===== src/rtl/xpyxmy_pkg.sv =====
// rtl/xpyxmy_pkg.sv - shared widths and FSM state type for the xpyxmy scheduler
package xpyxmy_pkg;

  localparam int DW = 16;
  localparam int OW = 32;

  typedef enum logic [1:0] {
    IDLE = 2'd0,
    LOAD = 2'd1,
    WAIT = 2'd2,
    RESP = 2'd3
  } state_t;

endpackage


===== src/rtl/rr_arbiter.sv =====
// rtl/rr_arbiter.sv - combinational round-robin arbiter, search starts just after ptr
module rr_arbiter #(
  parameter  int NREQ = 4,
  localparam int IDW  = (NREQ > 1) ? $clog2(NREQ) : 1
) (
  input  logic [NREQ-1:0] req,
  input  logic [IDW-1:0]  ptr,
  output logic [NREQ-1:0] gnt,
  output logic [IDW-1:0]  gnt_idx,
  output logic            any
);

  // Pick the first active request strictly after ptr, wrapping modulo NREQ
  always_comb begin
    int cand;
    gnt     = '0;
    gnt_idx = '0;
    any     = 1'b0;
    cand    = 0;
    for (int k = 1; k <= NREQ; k++) begin
      cand = (int'(ptr) + k) % NREQ;
      if (!any && req[cand[IDW-1:0]]) begin
        any                  = 1'b1;
        gnt[cand[IDW-1:0]]   = 1'b1;
        gnt_idx              = cand[IDW-1:0];
      end
    end
  end

endmodule


===== src/rtl/xpyxmy_sched.sv =====
// rtl/xpyxmy_sched.sv - round-robin scheduler for a shared (X+Y)*(X-Y) datapath; optional stats via XPYXMY_SCHED_STATS_EN
module xpyxmy_sched
  import xpyxmy_pkg::*;
#(
  parameter int NREQ   = 4,
  parameter int DP_LAT = 2,
  parameter int IDW    = 2
) (
  input  logic                 clk,
  input  logic                 rst_n,
  input  logic [NREQ-1:0]      req_valid,
  output logic [NREQ-1:0]      req_ready,
  input  logic [NREQ*DW-1:0]   req_x,
  input  logic [NREQ*DW-1:0]   req_y,
  output logic                 resp_valid,
  input  logic                 resp_ready,
  output logic [OW-1:0]        resp_o,
  output logic [IDW-1:0]       resp_id,
  output logic [DW-1:0]        dp_x,
  output logic [DW-1:0]        dp_y,
  output logic                 dp_load,
  input  logic [OW-1:0]        dp_o
`ifdef XPYXMY_SCHED_STATS_EN
  ,
  output logic [15:0]          op_cnt,
  output logic                 busy
`endif
);

  localparam int CW = $clog2(DP_LAT + 1);

  state_t          state;
  logic [IDW-1:0]  ptr;
  logic [IDW-1:0]  id_q;
  logic [CW-1:0]   cnt;
  logic [NREQ-1:0] gnt;
  logic [IDW-1:0]  gnt_idx;
  logic            any;
  logic [DW-1:0]   sel_x;
  logic [DW-1:0]   sel_y;

  rr_arbiter #(.NREQ(NREQ)) u_arb (
    .req     (req_valid),
    .ptr     (ptr),
    .gnt     (gnt),
    .gnt_idx (gnt_idx),
    .any     (any)
  );

  assign sel_x = req_x[DW*gnt_idx +: DW];
  assign sel_y = req_y[DW*gnt_idx +: DW];

  // Grants are only offered while idle; the datapath is busy otherwise
  assign req_ready = (state == IDLE) ? gnt : '0;
  assign resp_id   = id_q;

  // Scheduler FSM: accept, pulse load, wait out the datapath latency, hold the result
  always_ff @(posedge clk or negedge rst_n) begin
    if (!rst_n) begin
      state      <= IDLE;
      ptr        <= IDW'(NREQ - 1);
      id_q       <= '0;
      cnt        <= '0;
      dp_x       <= '0;
      dp_y       <= '0;
      dp_load    <= 1'b0;
      resp_valid <= 1'b0;
      resp_o     <= '0;
    end else begin
      case (state)
        IDLE: begin
          if (any) begin
            dp_x    <= sel_x;
            dp_y    <= sel_y;
            id_q    <= gnt_idx;
            dp_load <= 1'b1;
            state   <= LOAD;
          end
        end
        LOAD: begin
          dp_load <= 1'b0;
          cnt     <= CW'(DP_LAT);
          state   <= WAIT;
        end
        WAIT: begin
          cnt <= cnt - 1'b1;
          if (cnt == CW'(1)) begin
            resp_o     <= dp_o;
            resp_valid <= 1'b1;
            state      <= RESP;
          end
        end
        RESP: begin
          if (resp_ready) begin
            resp_valid <= 1'b0;
            ptr        <= id_q;
            state      <= IDLE;
          end
        end
        default: state <= IDLE;
      endcase
    end
  end

`ifdef XPYXMY_SCHED_STATS_EN
  // Completed-response counter, wraps at 16 bits
  always_ff @(posedge clk or negedge rst_n) begin
    if (!rst_n)
      op_cnt <= '0;
    else if (state == RESP && resp_ready)
      op_cnt <= op_cnt + 16'd1;
  end

  assign busy = (state != IDLE);
`endif

endmodule


===== config.mk =====
export PLATFORM = sky130hd
export DESIGN_NAME = xpyxmy_sched
export DESIGN_NICKNAME = d
export VERILOG_FILES = /design/src/rtl/xpyxmy_pkg.sv /design/src/rtl/rr_arbiter.sv /design/src/rtl/xpyxmy_sched.sv
export SDC_FILE = /design/constraint.sdc
export NUM_CORES = 1
export LEC_CHECK = 0
export ABC_AREA = 1
export BUFFER_PORTS_ARGS = -buffer_cell sky130_fd_sc_hd__buf_2
export CAP_MARGIN = 10
export CORE_AREA = 10 10 113 115
export CTS_BUF_LIST = sky130_fd_sc_hd__clkbuf_16
export DETAILED_ROUTE_END_ITERATION = 7
export DIE_AREA = 0 0 123 125
export GPL_ROUTABILITY_DRIVEN = 0
export PLACE_DENSITY = 0.88
export SLEW_MARGIN = 20
export SYNTH_ARGS = -nofsm -noshare
export SYNTH_HDL_FRONTEND = slang
export SYNTH_SLANG_ARGS = --single-unit

===== constraint.sdc =====
create_clock -name clk -period 3 [get_ports clk]
set_clock_uncertainty 0.05 [all_clocks]
set_input_delay 0.3 -clock clk [delete_from_list [all_inputs] [get_ports clk]]
set_output_delay 0.3 -clock clk [all_outputs]
set_load 0.1 [all_outputs]

==> run summary <==
Max Freq = 351.0 MHz
Starting Density = 45.36%
Gate Count Post-Synth = 643
Vias/cell = 4.803
Distinct cell type count after synthesis = 35
Post-synth top area share = 37.46%
RSZ-0062 raised after global routing = yes
Placement Rows = 38
Worst EP required = 2.65 ns
Yosys top cell by area = dfrtp_1
Crit share post-route = 94.97%
Crit path time final = 2.849 ns
Status = finished, final reports clean
CP Launch Type = flop
Worst-Margin Slew = 0.9370 ns
Final hold violations = 0
Setup_tns = 0 ns
Detail Placement HPWL = 12.30 mm
Top cell by count, worst path = inv_1
Syn avg cell area = 7.480 µm²
Max-cap viol count = 0
Reg2reg end = dp_x[6]
FF+latch count, synth = 74
H-tree Lvls = 3
Maximum clock insertion buffer count = 2
Setup repair bufs after CTS = 0
Max-slew violation count = 0
Max-slew headroom = 37.53%
Worst-skew pair later-pin latency = 0.32 ns
CP Data Arrival Time = 2.50 ns
Pre-CTS setup slack = 0.2620 ns
Crit path max-delay family = simple AND/OR/NAND/NOR gates
Cell area after synthesis = 0.004810 mm²
Fillers = 952
Seq. cell area = 0.001854 mm²
GRT Total Usage = 19.72%
CTS tree = done
Placement Cell Area = 0.006137 mm²
First-pass GRT wire length = 24.70 mm
I/O Buffers = 238
Die area = 0.01538 mm²
DP Cell Count = 1,004
Final setup vio count = 0
Core area = 0.01060 mm²
Initial antenna violation count = 1
WS Path Type = flop to primary output
Reg clk slew, reported paths = 0.06 ns
Drt total wl = 15.55 mm
Synth area leaders = dfrtp_1 (37%), nand2_1 (14%), nand3_1 (11%), inv_1 (9.5%), mux2_2 (7.5%)
Initial detailed-routing violation count = 414
Vias = 4,904
Worst path max stage delay = 0.52 ns
Largest net degree at the start of global routing = 75
Root Buffer = clkbuf_16
Worst-path fanout max = 7
FF-to-FF Start = ptr[1]
Drt drc = 0
Syn Nets = 823
Ys Warns = 0
Die Wd = 123 µm
# hold bufs at CTS = 0
Number of CTS-inserted buffers = 9
Worst reg2reg setup slack = 0.35 ns
Worst Hold Class = primary input to asynchronous set/reset pin
WL per Instance = 15.23 µm
Pre-antenna DRT Iters = 4
Fraction of layout cells with a size suffix above 1 = 37.50%
Setup WS post-layout = 0.1509 ns
CP Capture Type = primary output
CP bufs+invs = 4
Area of the multi-input gates = 0.002291 mm²
Syn-to-layout area delta = 34.68%
Crit-path slowest cell = dfstp_2
Post-route ant nets = 0
Total grt overflow = 0
Final instance area = 0.006477 mm²
Critical-path cell list = inv_1, ha_4, inv_1, nand2_2, nand2_4, nor2_8, nand2_1, o21ai_0, a21oi_1, o21ai_0, nand2_1, inv_1, buf_12
CTS Sinks = 74
Worst r2r path cells = 13
Nets = 1,055
Seq/Total Area, Yosys = 38.55%
Number of global-route vias before repair = 5,067
Height of the die = 125 µm
Post-route insts no fill = 1,021
# IOs = 239
[routing by layer]
layer	global-route usage (%)	share of wire, %
met1	21.33	38
met2	35.77	53
met3	4.410	6.2
met4	8.156	2.7
met5	0	0
[through the flow]
stage          utilization (%)  hold WS [ns]
6_report                 61.09       0.06559
5_1_grt                  61.09        0.1140
4_1_cts                  60.89        0.1056
3_3_place_gp             57.88        0.4071
3_5_place_dp             57.88        0.4111
2_1_floorplan                -      -0.04559
[cells by family after synthesis]
kind of cell               count (synthesis)  share of synthesized area, %
AOI/OAI and AO/OA                         41                         5.281
adders and majority gates                 13                         3.382
buffers and inverters                    158                         14.18
DFF                                       74                         38.55
muxes                                     32                         7.492
and+or+nand+nor                          325                         31.11
[layout by cell type (no fill, tap or decap), types with 2 or more instances in the layout]
cell type / n
buf_4: 13
buf_12: 4
nand2_2: 7
clkinv_2: 2
nor2_4: 2
nor2_2: 2
o22ai_1: 2
dfstp_2: 2
nor2_1: 5
nand2_1: 174
inv_6: 2
or2_1: 10
nand4_1: 2
bufinv_16: 2
nand2_4: 4
dfrtp_1: 72
o21ai_0: 12
ha_1: 12
nand3_1: 110
o211ai_1: 14
or2_2: 5
a21oi_1: 8
mux2_2: 32
inv_2: 5
clkbuf_16: 9
inv_1: 123
buf_2: 233
[final cells by class]
type / instances / share of cell area [%]
Multi-Input combinational cell: 411 / 35.37
Sequential cell: 74 / 28.63
Timing Repair Buffer: 251 / 20.92
Inverter: 128 / 7.456
Clock buffer: 9 / 3.477
Tap cell: 140 / 2.704
Clock inverter: 7 / 1.410
Antenna cell: 1 / 0.03863
[Yosys cell counts]
cell	instances
nand4_1	2
buf_2	5
inv_4	1
nor3_1	1
mux2_2	32
o221ai_1	1
a21oi_1	8
o21ai_0	13
nor2_2	2
dfstp_2	2
o211ai_1	14
nand2_4	4
a21oi_2	1
a31oi_1	1
nand3_4	1
or2_2	5
buf_6	7
dfrtp_1	72
clkbuf_2	1
ha_1	13
nand3_1	110
nor2_1	5
nor2_4	2
a21boi_0	1
nand2_1	176
buf_4	7
buf_1	3
inv_1	122
and2_1	1
or2_1	10
o22ai_1	2
clkbuf_1	7
inv_2	5
nor2_8	1
nand2_2	5
[worst max path at each step]
stage                     startpoint      endpoint  cells past startpoint
after floorplan               ptr[0]  req_ready[1]                     12
after global placement        ptr[1]       dp_x[8]                     13
after detailed placement      ptr[1]       dp_x[0]                     13
after CTS                     ptr[1]  req_ready[3]                     13
after global routing          ptr[1]  req_ready[3]                     13
final                         ptr[1]  req_ready[3]                     13
[sequential cells by signal, indices dropped and copies added (netlist names)]
register,cells
cnt,2
ptr,2
resp_id,2
dp_y,16
resp_valid,1
resp_o,32
state,2
dp_load,1
dp_x,16
[what timing repair did]
item                                    in CTS  in global routing
endpoints found under the hold margin        0                  0
gates resized for setup                      1                  4
endpoints found under the setup margin       1                  4
Power is not shown: default switching activity piles up to over one toggle a cycle in this logic, so the estimate is an artifact.
